--- src/rtl/serial_subtractor_if.sv ---
// ----------------------------------------------------------------------------
// serial_subtractor_if
// Handshake and operand/result bundle for the bit-serial subtractor.
//   start  : request, sampled by the subtractor only while idle
//   a, b   : minuend / subtrahend, captured on the accepted start
//   busy   : high while bits are being processed
//   done   : one-cycle completion pulse
//   diff   : a - b mod 2^WIDTH
//   borrow : final borrow-out (a < b unsigned)
//   ovf    : signed overflow of a - b (0 unless SERIAL_SUBTRACTOR_OVF_EN)
// Modports: master (requester) and slave (subtractor).
// ----------------------------------------------------------------------------
interface serial_subtractor_if #(
    parameter int unsigned WIDTH = 8
);
    logic             start;
    logic [WIDTH-1:0] a;
    logic [WIDTH-1:0] b;
    logic             busy;
    logic             done;
    logic [WIDTH-1:0] diff;
    logic             borrow;
    logic             ovf;

    modport master (
        output start, a, b,
        input  busy, done, diff, borrow, ovf
    );

    modport slave (
        input  start, a, b,
        output busy, done, diff, borrow, ovf
    );
endinterface

--- src/rtl/serial_subtractor.sv ---
// ----------------------------------------------------------------------------
// serial_subtractor
// Bit-serial a - b, one bit per clock, LSB first, through a single
// full-subtractor cell with a registered borrow. WIDTH cycles of RUN, one
// DONE cycle carrying the done pulse, then back to IDLE.
//
// Ports:
//   i_clk : rising-edge clock
//   i_rst : synchronous, active-high reset
//   bus   : serial_subtractor_if.slave (start/a/b in, busy/done/diff/
//           borrow/ovf out)
//
// Optional feature macro: SERIAL_SUBTRACTOR_OVF_EN
//   defined     -> ovf reports two's-complement overflow of a - b
//   not defined -> ovf is constant 0 and the MSB capture flops are absent
// ----------------------------------------------------------------------------
module serial_subtractor #(
    parameter int unsigned WIDTH = 8
) (
    input  logic                 i_clk,
    input  logic                 i_rst,
    serial_subtractor_if.slave   bus
);
    localparam int unsigned CW = (WIDTH > 2) ? $clog2(WIDTH) : 1;

    localparam logic [1:0] S_IDLE = 2'd0;
    localparam logic [1:0] S_RUN  = 2'd1;
    localparam logic [1:0] S_DONE = 2'd2;

    logic [1:0]       r_state;
    logic [WIDTH-1:0] r_sa;
    logic [WIDTH-1:0] r_sb;
    logic [WIDTH-1:0] r_pr;
    logic             r_br;
    logic [CW-1:0]    r_cnt;
    logic [WIDTH-1:0] r_diff;
    logic             r_borrow;

    // Full-subtractor cell on the current LSBs.
    logic             w_x;
    logic             w_y;
    logic             w_d;
    logic             w_br_next;
    logic [WIDTH-1:0] w_pr_next;
    logic             w_last;

    assign w_x       = r_sa[0];
    assign w_y       = r_sb[0];
    assign w_d       = w_x ^ w_y ^ r_br;
    assign w_br_next = (~w_x & w_y) | (~(w_x ^ w_y) & r_br);
    // Result bits enter at the MSB so that after WIDTH shifts bit 0 sits at LSB.
    assign w_pr_next = {w_d, r_pr[WIDTH-1:1]};
    assign w_last    = (r_cnt == CW'(WIDTH - 1));

`ifdef SERIAL_SUBTRACTOR_OVF_EN
    logic r_am;
    logic r_bm;
    logic r_ovf;

    always_ff @(posedge i_clk) begin
        if (i_rst) begin
            r_am  <= 1'b0;
            r_bm  <= 1'b0;
            r_ovf <= 1'b0;
        end else if (r_state == S_IDLE && bus.start) begin
            r_am <= bus.a[WIDTH-1];
            r_bm <= bus.b[WIDTH-1];
        end else if (r_state == S_RUN && w_last) begin
            // Operand signs differ and the result sign differs from a.
            r_ovf <= (r_am ^ r_bm) & (r_am ^ w_d);
        end
    end

    assign bus.ovf = r_ovf;
`else
    assign bus.ovf = 1'b0;
`endif

    always_ff @(posedge i_clk) begin
        if (i_rst) begin
            r_state  <= S_IDLE;
            r_sa     <= '0;
            r_sb     <= '0;
            r_pr     <= '0;
            r_br     <= 1'b0;
            r_cnt    <= '0;
            r_diff   <= '0;
            r_borrow <= 1'b0;
        end else begin
            case (r_state)
                S_IDLE: begin
                    if (bus.start) begin
                        r_sa    <= bus.a;
                        r_sb    <= bus.b;
                        r_pr    <= '0;
                        r_br    <= 1'b0;
                        r_cnt   <= '0;
                        r_state <= S_RUN;
                    end
                end
                S_RUN: begin
                    r_pr  <= w_pr_next;
                    r_sa  <= r_sa >> 1;
                    r_sb  <= r_sb >> 1;
                    r_br  <= w_br_next;
                    r_cnt <= r_cnt + CW'(1);
                    if (w_last) begin
                        r_diff   <= w_pr_next;
                        r_borrow <= w_br_next;
                        r_state  <= S_DONE;
                    end
                end
                S_DONE: begin
                    r_state <= S_IDLE;
                end
                default: begin
                    r_state <= S_IDLE;
                end
            endcase
        end
    end

    assign bus.busy   = (r_state == S_RUN);
    assign bus.done   = (r_state == S_DONE);
    assign bus.diff   = r_diff;
    assign bus.borrow = r_borrow;
endmodule

--- src/flat_wrapper.sv ---
// flat-port wrapper written by rule: the top's interface ports become plain ports
module serial_subtractor_flat 
#(
    parameter int unsigned WIDTH = 8
)
  (i_clk, i_rst, bus_start, bus_a, bus_b, bus_busy, bus_done, bus_diff, bus_borrow, bus_ovf);
  serial_subtractor_if #(.WIDTH(WIDTH)) bus_i ();
  input  logic i_clk;
  input  logic i_rst;
  input wire logic [$bits(bus_i.start)-1:0] bus_start;
  input wire logic [$bits(bus_i.a)-1:0] bus_a;
  input wire logic [$bits(bus_i.b)-1:0] bus_b;
  output wire logic [$bits(bus_i.busy)-1:0] bus_busy;
  output wire logic [$bits(bus_i.done)-1:0] bus_done;
  output wire logic [$bits(bus_i.diff)-1:0] bus_diff;
  output wire logic [$bits(bus_i.borrow)-1:0] bus_borrow;
  output wire logic [$bits(bus_i.ovf)-1:0] bus_ovf;
  assign bus_i.start = bus_start;
  assign bus_i.a = bus_a;
  assign bus_i.b = bus_b;
  assign bus_busy = bus_i.busy;
  assign bus_done = bus_i.done;
  assign bus_diff = bus_i.diff;
  assign bus_borrow = bus_i.borrow;
  assign bus_ovf = bus_i.ovf;
  serial_subtractor #(.WIDTH(WIDTH)) u_core (.i_clk(i_clk), .i_rst(i_rst), .bus(bus_i));
endmodule
--- config.mk ---
export PLATFORM = sky130hd
export DESIGN_NAME = serial_subtractor_flat
export DESIGN_NICKNAME = d
export VERILOG_FILES = /design/src/rtl/serial_subtractor_if.sv /design/src/rtl/serial_subtractor.sv /design/src/flat_wrapper.sv
export SDC_FILE = /design/constraint.sdc
export NUM_CORES = 1
export LEC_CHECK = 0
export CAP_MARGIN = 20
export CORE_ASPECT_RATIO = 1.1
export CORE_MARGIN = 1
export CORE_UTILIZATION = 45
export CTS_CLUSTER_SIZE = 16
export DETAILED_ROUTE_END_ITERATION = 8
export PLACE_DENSITY = 0.71
export SLEW_MARGIN = 20
export SYNTH_ARGS = -nofsm -noshare
export SYNTH_HDL_FRONTEND = slang
export SYNTH_SLANG_ARGS = --single-unit
--- constraint.sdc ---
create_clock -name i_clk -period 2.77 [get_ports i_clk]
set_input_delay 0.554 -clock i_clk [delete_from_list [all_inputs] [get_ports i_clk]]
set_output_delay 0.554 -clock i_clk [all_outputs]
set_load 0.005 [all_outputs]
# After elaboration in Yosys (flattened, before gate mapping)
# Index checks and enable logic that the tools add are counted.
[word_totals]
register_bits = 39
[op_classes]
muxes = 13
n_eq_ne = 5
reduce_logical = 5
n_addsub = 1
n_bitwise = 7
[ops]
columns = ["cell", "count"]
rows = [
  ["$pmux W8 S2", 3],
  ["$mux W8", 3],
  ["$pmux W3 S2", 1],
  ["$reduce_and A2 Y1", 3],
  ["$mux W2", 2],
  ["$pmux W2 S2", 1],
  ["$add A3 B1 Y3 const B", 1],
  ["$eq A3 B3 Y1 const B", 1],
  ["$mux W3", 1],
  ["$and A1 B1 Y1", 2],
  ["$eq A2 B1 Y1 const B", 1],
  ["$eq A2 B2 Y1 const B", 1],
  ["$logic_not A2 Y1", 1],
  ["$ne A2 B1 Y1 const B", 1],
  ["$ne A2 B2 Y1 const B", 1],
  ["$not A1 Y1", 2],
  ["$pmux W1 S2", 1],
  ["$reduce_bool A2 Y1", 1],
  ["$xor A1 B1 Y1", 2],
  ["$mux W1", 1],
  ["$or A1 B1 Y1", 1],
]

# Longest topological paths before layout
# Gate-level depths: netlist of run 1.
[logic_depth]
ltp_word = 5
mapped_depth = 6
ltp_nobuf = 5

# Worst setup path after synthesis of run 1
# No wires, ideal clock.
[synth_timing]
path_kind = "register to output"
startpoint = "reg u_core.r_state[1]"
endpoint = "out bus_busy"
t_required_ps = 2216
arrival_ps = 768
path_stages_with_launch = 4
path_slack_ps = 1448
cell_sequence = "dfxtp_1 > nand2b_4 > inv_2 > buf_2"
[synth_between]
elab_chain_cells = 1
[synth_lines]
columns = ["item", "line", "source"]
rows = [
  ["from (decl)", "serial_subtractor.sv:30", "logic [1:0] r_state;"],
  ["from (signal assigned)", "serial_subtractor.sv:81", "r_state <= S_IDLE;"],
  ["from (signal assigned)", "serial_subtractor.sv:98", "r_state <= S_RUN;"],
  ["from (signal assigned)", "serial_subtractor.sv:110", "r_state <= S_DONE;"],
  ["$eq A2 B1 Y1", "serial_subtractor.sv:123", "assign bus.busy = (r_state == S_RUN);"],
  ["to (decl)", "flat_wrapper.sv:13", "output wire logic [$bits(bus_i.busy)-1:0] bus_busy;"],
]
# No other way between the ends.

# Worst setup path in the final report of run 1
# Same ends and word-level chain as after synthesis.

==> results.toml, run 1 <==
[clock_tree]
hold_buffers = 0
cts_tree = "built"
cts_buffer_depth = 2
clkTransAtPathRegs_ps = 110
clk_latency_ps = 330
cts_setup_buffers = 0
cts_root_buf = "clkbuf_4"
clock-sinks = 38
cts_made_buffers = 5
cts_resized = 0
cts_htree_levels = 2

[sta]
finalCritPeriodShare_pct = 82.8
period_minus_slack_ps = 2290
rsz0062_at_grt = "no"
clock.fmax_mhz = 436
setup_ws_ps = 475
hold_violations = 0
clock_skew_ps = 11.4
slew_viol_final = 0
setup_viol = 0
hold_ws_ps = 460
setup-tns-final_ps = 0

[detailed_routing]
drc = 0
wl_per_cell_um = 12.5
avgViaCountPerCell = 5.12
vias = 1240
postRouteAntennaNets = 0
drtIter0Drc = 52
dr.pass1.iters = 4
routed_wl_mm = 3.03

[yosys]
synth_warnings = 0
synth-seq-cells = 38
yosysSeqAreaShare_pct = 46.3
syn_nets = 191
syn_avg_cell_area_um2 = 9.71
ys_types = 28
syn_area_mm2 = 0.00164
syn_inst = 169

[global_routing]
grt_usage_pct = 17.2
grt-ovfl-total = 0
antenna_found_initial = 0
grt_max_degree = 39
grt_pass1_vias = 1206
grt_pass1_wl_mm = 5.00

[die]
rows = 22
die_w_um = 59.6
boundaryPins = 31
start_util_pct = 48.1
die_h_um = 65.3
dieArea_mm2 = 0.00389
core_region_area_mm2 = 0.00341

[setup_path]
slowest_stage = "clkdlybuf4s50_1"
cp.required_ps = 2220
path_cells = "nand2b_4 -> inv_2 -> clkdlybuf4s50_1"
critPathMaxStageDelay_ps = 570
startpoint_type = "register"
critPathKind = "register to output pin"
critPathCaptureType = "output pin"
crit_fanout = 21
cp.arrival_ps = 1740

[power_and_ir_drop]
p_comb_share_pct = 13.8
intPower_w = 0.000753
p_clk_share_pct = 27.2
power_density_mw_per_mm2 = 505
p_sw_share_pct = 24.1
cellLeakagePower_nw = 0.718
power_frac_seq_pct = 59.0
power_switching_w = 0.000239
ir_drop_mv = 0.350

[cells_and_area]
postLayoutCoreUtil_pct = 57.6
drive_above_1_share_pct = 12.4
antenna_cells = 0
n_fill_cell = 347
nets = 217
areaGrowthSynthToFinish_pct = 19.7
fin_area_mm2 = 0.00197

[place]
pre_cts_ws_ps = 766
dp_hpwl_mm = 2.10
io_buffers = 29
place_area_mm2 = 0.00191
gp_congestion = 0.728

[hold_path]
holdCritPathClass = "register to register"

[flow_run]
cap_violations = 0

[outcome]
status = "finished, final reports clean"
[state kept, by name (all words and copies together) (netlist names)]
signal / flops
u_core.r_cnt: 3
u_core.bus.borrow: 1
u_core.r_state: 2
u_core.r_pr: 7
u_core.bus.diff: 8
u_core.r_sa: 8
u_core.r_sb: 8
u_core.r_br: 1
[power by group through the flow]
stage               registers (W)  logic, W  clock network [W]
finish                   0.000585  0.000137           0.000270
global route             0.000589  0.000152           0.000297
CTS                      0.000585  0.000139           0.000278
detailed placement       0.000598  0.000138                  0
global placement         0.000596  0.000134                  0
floorplan                0.000594  0.000106                  0
[Yosys cell counts (all sizes together)]
library cell | n | area share (%)
fa | 1 | 1.2
ha | 2 | 1.5
dfxtp | 38 | 46
clkbuf | 4 | 0.91
nand2 | 8 | 1.8
nor4 | 3 | 1.1
or3b | 1 | 0.53
nor2 | 33 | 7.5
a22oi | 9 | 4.1
mux2i | 12 | 7.3
inv | 4 | 0.91
o21ai | 2 | 0.61
a311oi | 1 | 0.53
conb | 1 | 0.23
o21bai | 1 | 0.69
nand3 | 8 | 2.4
a211oi | 12 | 9.1
nand3b | 3 | 1.4
nor3 | 1 | 0.30
a21oi | 11 | 3.4
a2bb2oi | 1 | 0.53
buf | 9 | 5.2
nand2b | 1 | 0.84
o21ba | 1 | 0.61
nor2b | 2 | 0.76
[cell families after synthesis]
kind of cell               count (synthesis)  synth area share, %
DFF                                       38                 46.3
and+or+nand+nor                           60                 16.8
adders and majority gates                  3                 2.74
muxes                                     12                 7.32
other                                      1                0.228
AOI/OAI and AO/OA                         38                 19.6
buffers and inverters                     17                 7.01
[cell usage in the layout (no fill, tap or decap), drive strengths merged, types with 2 or more instances in the layout]
cell,n
nor2b,2
nor2,33
ha,2
a211oi,12
inv,4
a22oi,9
o21ai,2
mux2i,12
clkbuf,6
nand2,8
buf,3
nor4,3
a21oi,11
nand3,8
clkdlybuf4s50,29
nand3b,3
dfxtp,38
[layer usage]
layer	wire, µm	track usage (%)	up-vias
met5	0	0	-
met4	51	7.85	0
met3	105	3.54	5
met2	1520	29.4	22
met1	1350	20.5	575
li1	-	-	638
[stage by stage]
stage               power [W]  std cells
floorplan            0.000700        169
detailed placement   0.000736        236
CTS                   0.00100        242
global route          0.00104        242
global placement     0.000730        236
finish               0.000992        242
[worst max-delay path, delay by kind of cell, from the launching register on]
| family | cells | cell delay, ps |
|---|---|---|
| buf+inv | 2 | 820 |
| flops | 1 | 400 |
| simple gates | 1 | 190 |
[path summary, 6_finish.rpt]
check,from,to,slack (ps),cells past startpoint
worst max-delay path,u_core.r_state[1],bus_busy,480,3
worst min-delay path,u_core.bus.diff[4],u_core.bus.diff[4],460,2
worst max register to register,u_core.r_cnt[0],u_core.bus.diff[2],1100,5
worst min register to register,u_core.bus.diff[4],u_core.bus.diff[4],460,2
[cell type report]
type | count | area (µm²) | area share, %
clock buffer | 6 | 51.3 | 2.61
multi-input combinational | 114 | 766 | 39.0
inverter | 4 | 15.0 | 0.764
tap | 48 | 60.1 | 3.06
timing repair buffer | 32 | 313 | 15.9
sequential | 38 | 761 | 38.7
Power figures use the tool's default switching activity.
==> inputs of run 2 (changes only) <==
==> constraint.sdc (replaced) <==
create_clock -name i_clk -period 2.3 [get_ports i_clk]
set_input_delay 0.46 -clock i_clk [delete_from_list [all_inputs] [get_ports i_clk]]
set_output_delay 0.46 -clock i_clk [all_outputs]
set_load 0.005 [all_outputs]
==> results.toml, run 2 (synthesis results as in run 1) <==
[setup_path]
cp.arrival_ps = 1550
critPathMaxStageDelay_ps = 450
slowest_stage = "clkdlybuf4s50_1"
crit_fanout = 20
path_cells = "buf_4 -> nor2b_1 -> clkdlybuf4s50_1"
critPathKind = "register to output pin"
startpoint_type = "register"
critPathCaptureType = "output pin"
cp.required_ps = 1840

[die]
core_region_area_mm2 = 0.00341
die_h_um = 65.3
rows = 22
start_util_pct = 48.1
die_w_um = 59.6
dieArea_mm2 = 0.00389
boundaryPins = 31

[sta]
clock_skew_ps = 2.71
hold_violations = 0
clock.fmax_mhz = 497
setup-tns-final_ps = 0
period_minus_slack_ps = 2010
finalCritPeriodShare_pct = 87.6
setup_viol = 0
slew_viol_final = 0
rsz0062_at_grt = "no"

[clock_tree]
cts_buffer_depth = 2
clkTransAtPathRegs_ps = 110
cts_htree_levels = 2
hold_buffers = 0
cts_tree = "built"
cts_setup_buffers = 0
clock-sinks = 38
cts_made_buffers = 5
cts_root_buf = "clkbuf_4"
clk_latency_ps = 340
cts_resized = 0

[global_routing]
grt_usage_pct = 17.5
grt-ovfl-total = 0
antenna_found_initial = 0
grt_max_degree = 39
grt_pass1_wl_mm = 5.05
grt_pass1_vias = 1162

[cells_and_area]
multi_input_area_um2 = 766
nets = 219
seq_area_um2 = 761
stdcell_count = 246
n_fill_cell = 334
layout_commonest_cell = "dfxtp_1"
postLayoutCoreUtil_pct = 58.3
drive_above_1_share_pct = 13.6
antenna_cells = 0
fin_area_mm2 = 0.00199
areaGrowthSynthToFinish_pct = 21.2
final_cell_mix = "38 x dfxtp_1, 33 x nor2_1, 29 x clkdlybuf4s50_1"

[place]
io_buffers = 29
dp.cells = 238
place_area_mm2 = 0.00193
dp_hpwl_mm = 2.05
gp_congestion = 0.753

[power_and_ir_drop]
power_switching_w = 0.000321
power_frac_seq_pct = 56.8
ir_drop_mv = 0.317
p_comb_share_pct = 13.5
p_sw_share_pct = 25.9
power_density_mw_per_mm2 = 623
intPower_w = 0.000919
cellLeakagePower_nw = 0.734
p_clk_share_pct = 29.7

[outcome]
status = "finished, final reports clean"

[detailed_routing]
routed_wl_mm = 3.03
drtIter0Drc = 58
dr.pass1.iters = 5
postRouteAntennaNets = 0
vias = 1262
drc = 0
avgViaCountPerCell = 5.13
wl_per_cell_um = 12.3

[hold_path]
holdCritPathClass = "register to register"

[flow_run]
cap_violations = 0
## run 2: worst max-delay path, delay by kind of cell (launching register included)
family	cells	cell delay, ps
DFF	1	390
buffers and inverters	2	750
and+or+nand+nor	1	70
## run 2: per-layer routing
layer	share of wire (%)	vias up	global-route usage (%)
met5	0	-	0
met4	0.99	0	4.36
met3	5.4	5	6.50
met2	48	31	29.5
met1	46	585	20.7
li1	-	641	-
## run 2: stage by stage
| stage | total power (W) | hold WS [ps] | worst slack, ps |
|---|---|---|---|
| global placement | 0.000881 | 447 | 499 |
| CTS | 0.00125 | 465 | 263 |
| floorplan | 0.000843 | 443 | 1010 |
| detailed placement | 0.000888 | 448 | 396 |
| finish | 0.00124 | 465 | 286 |
| global route | 0.00130 | 484 | 195 |
## run 2: cell type report
cell class	count	area share [%]
Clock buffer	7	2.77
Clock inverter	1	0.252
Inverter	4	0.755
Multi-Input combinational cell	114	38.5
Sequential cell	38	38.2
Tap cell	48	3.02
Timing Repair Buffer	34	16.5
## run 2: path summary, 6_finish.rpt
path | endpoint | slack [ps] | depth (start not counted) | startpoint
setup / recovery | bus_done | 290 | 3 | u_core.r_state[0]
hold reg to reg | u_core.bus.diff[4] | 470 | 2 | u_core.bus.diff[4]
hold / removal | u_core.bus.diff[4] | 470 | 2 | u_core.bus.diff[4]
setup reg to reg | u_core.r_sb[5] | 740 | 5 | u_core.r_state[0]
## run 2: power groups by stage
| stage | logic, W | registers [W] | clock network [W] |
|---|---|---|---|
| final | 0.000167 | 0.000705 | 0.000368 |
| after global routing | 0.000182 | 0.000709 | 0.000407 |
| after global placement | 0.000163 | 0.000718 | 0 |
| after floorplan | 0.000127 | 0.000716 | 0 |
| after detailed placement | 0.000168 | 0.000720 | 0 |
| after CTS | 0.000168 | 0.000705 | 0.000375 |
==> inputs of run 3 (changes only) <==
--- a/config.mk
+++ b/config.mk
@@ -12,6 +12,8 @@
 export CTS_CLUSTER_SIZE = 16
 export DETAILED_ROUTE_END_ITERATION = 8
 export PLACE_DENSITY = 0.71
+export RECOVER_POWER = 100
+export SETUP_SLACK_MARGIN = 0.05
 export SLEW_MARGIN = 20
 export SYNTH_ARGS = -nofsm -noshare
 export SYNTH_HDL_FRONTEND = slang
==> results.toml, run 3 (synthesis results as in run 1) <==
[place]
io_buffers = 29
gp_congestion = 0.753
dp.cells = 238
dp_hpwl_mm = 2.05
pre_cts_ws_ps = 396
place_area_mm2 = 0.00193

[sta]
period_minus_slack_ps = 2020
relSlewSlack_pct = 48.8
clock.fmax_mhz = 496
setup_viol = 0
setup-tns-final_ps = 0
hold_ws_ps = 461
clock_skew_ps = 4.26
rsz0062_at_grt = "no"
worstMarginPinSlew_ps = 769
finalCritPeriodShare_pct = 87.7
setup_ws_ps = 284
hold_violations = 0
slew_viol_final = 0

[detailed_routing]
wl_per_cell_um = 12.4
postRouteAntennaNets = 0
routed_wl_mm = 3.04
drtIter0Drc = 51
vias = 1237
drc = 0
avgViaCountPerCell = 5.03
dr.pass1.iters = 4

[die]
die_h_um = 65.3
boundaryPins = 31
start_util_pct = 48.1
die_w_um = 59.6
core_region_area_mm2 = 0.00341
rows = 22
dieArea_mm2 = 0.00389

[setup_path]
critPathKind = "register to output pin"
critPathBufInv = 2
critPathCaptureType = "output pin"
cp.arrival_ps = 1560
critPathMaxStageDelay_ps = 480
cp.required_ps = 1840
slowest_stage = "dfxtp_1"
startpoint_type = "register"
cpLargestDelayFamily = "buffers and inverters"
crit_fanout = 10
path_cells = "nand2b_4 -> inv_1 -> clkdlybuf4s50_1"

[clock_tree]
cts_htree_levels = 2
cts_buffer_depth = 2
cts_tree = "built"
cts_resized = 0
cts_made_buffers = 5
clkTransAtPathRegs_ps = 110
cts_root_buf = "clkbuf_4"
cts_setup_buffers = 0
clk_latency_ps = 340
clock-sinks = 38
hold_buffers = 0

[cells_and_area]
areaGrowthSynthToFinish_pct = 19.1
nets = 219
n_fill_cell = 339
antenna_cells = 0
drive_above_1_share_pct = 9.60
multi_input_area_um2 = 742
seq_area_um2 = 761
stdcell_count = 246
final_cell_mix = "38 x dfxtp_1, 33 x nor2_1, 20 x clkdlybuf4s50_1"
layout_commonest_cell = "dfxtp_1"
fin_area_mm2 = 0.00196

[global_routing]
grt_usage_pct = 17.5
antenna_found_initial = 0
grt-ovfl-total = 0
grt_pass1_wl_mm = 5.05
grt_pass1_vias = 1162
grt_max_degree = 39

[flow_run]
cap_violations = 0

[power_and_ir_drop]
ir_drop_mv = 0.308
power_density_mw_per_mm2 = 628
cellLeakagePower_nw = 0.751

[hold_path]
holdCritPathClass = "register to register"

[outcome]
status = "finished, final reports clean"
-- run 3: cell types whose count changed in the layout (fill, tap and decap cells not counted), sizes merged --
| cell | delta |
|---|---|
| buf | -3 |
| clkdlybuf4s50 | -9 |
| clkbuf | +3 |
| dlygate4sd3 | +9 |
-- run 3: final timing paths --
check / startpoint / end / slack [ps] / cells past startpoint
setup / recovery: u_core.r_state[1] / bus_busy / 280 / 3
hold / removal: u_core.bus.diff[2] / u_core.bus.diff[2] / 460 / 2
setup reg to reg: u_core.r_state[1] / u_core.bus.borrow / 460 / 5
hold reg to reg: u_core.bus.diff[2] / u_core.bus.diff[2] / 460 / 2
-- run 3: cell type report --
type / count / share of cell area, %
inverter: 4 / 0.768
multi-input combinational: 114 / 37.9
sequential: 38 / 38.9
tap: 48 / 3.07
clock buffer: 7 / 2.82
timing repair buffer: 34 / 16.3
clock inverter: 1 / 0.256
-- run 3: metrics by stage --
stage	utilization (%)	power, W
3_5_place_dp	56.5	0.000888
6_report	57.3	0.00123
5_1_grt	57.3	0.00129
2_1_floorplan	-	0.000843
4_1_cts	58.3	0.00125
3_3_place_gp	56.5	0.000881
-- run 3: power by group --
| part | switching (W) | internal, W |
|---|---|---|
| sequential | 0.0000173 | 0.000687 |
| combinational | 0.0000803 | 0.0000785 |
| clock | 0.000216 | 0.000148 |
-- run 3: worst min-delay path, cell delays in order, from the launching register on --
cell     delay (ps)
dfxtp_1         320
nand2_1          50
a21oi_1          50
-- run 3: routing by layer --
metal	vias up	global-route usage, %	share of wire [%]
met3	5	6.50	4.3
met4	0	4.36	0.99
met1	568	20.7	48
met2	23	29.5	47
met5	-	0	0
li1	641	-	-
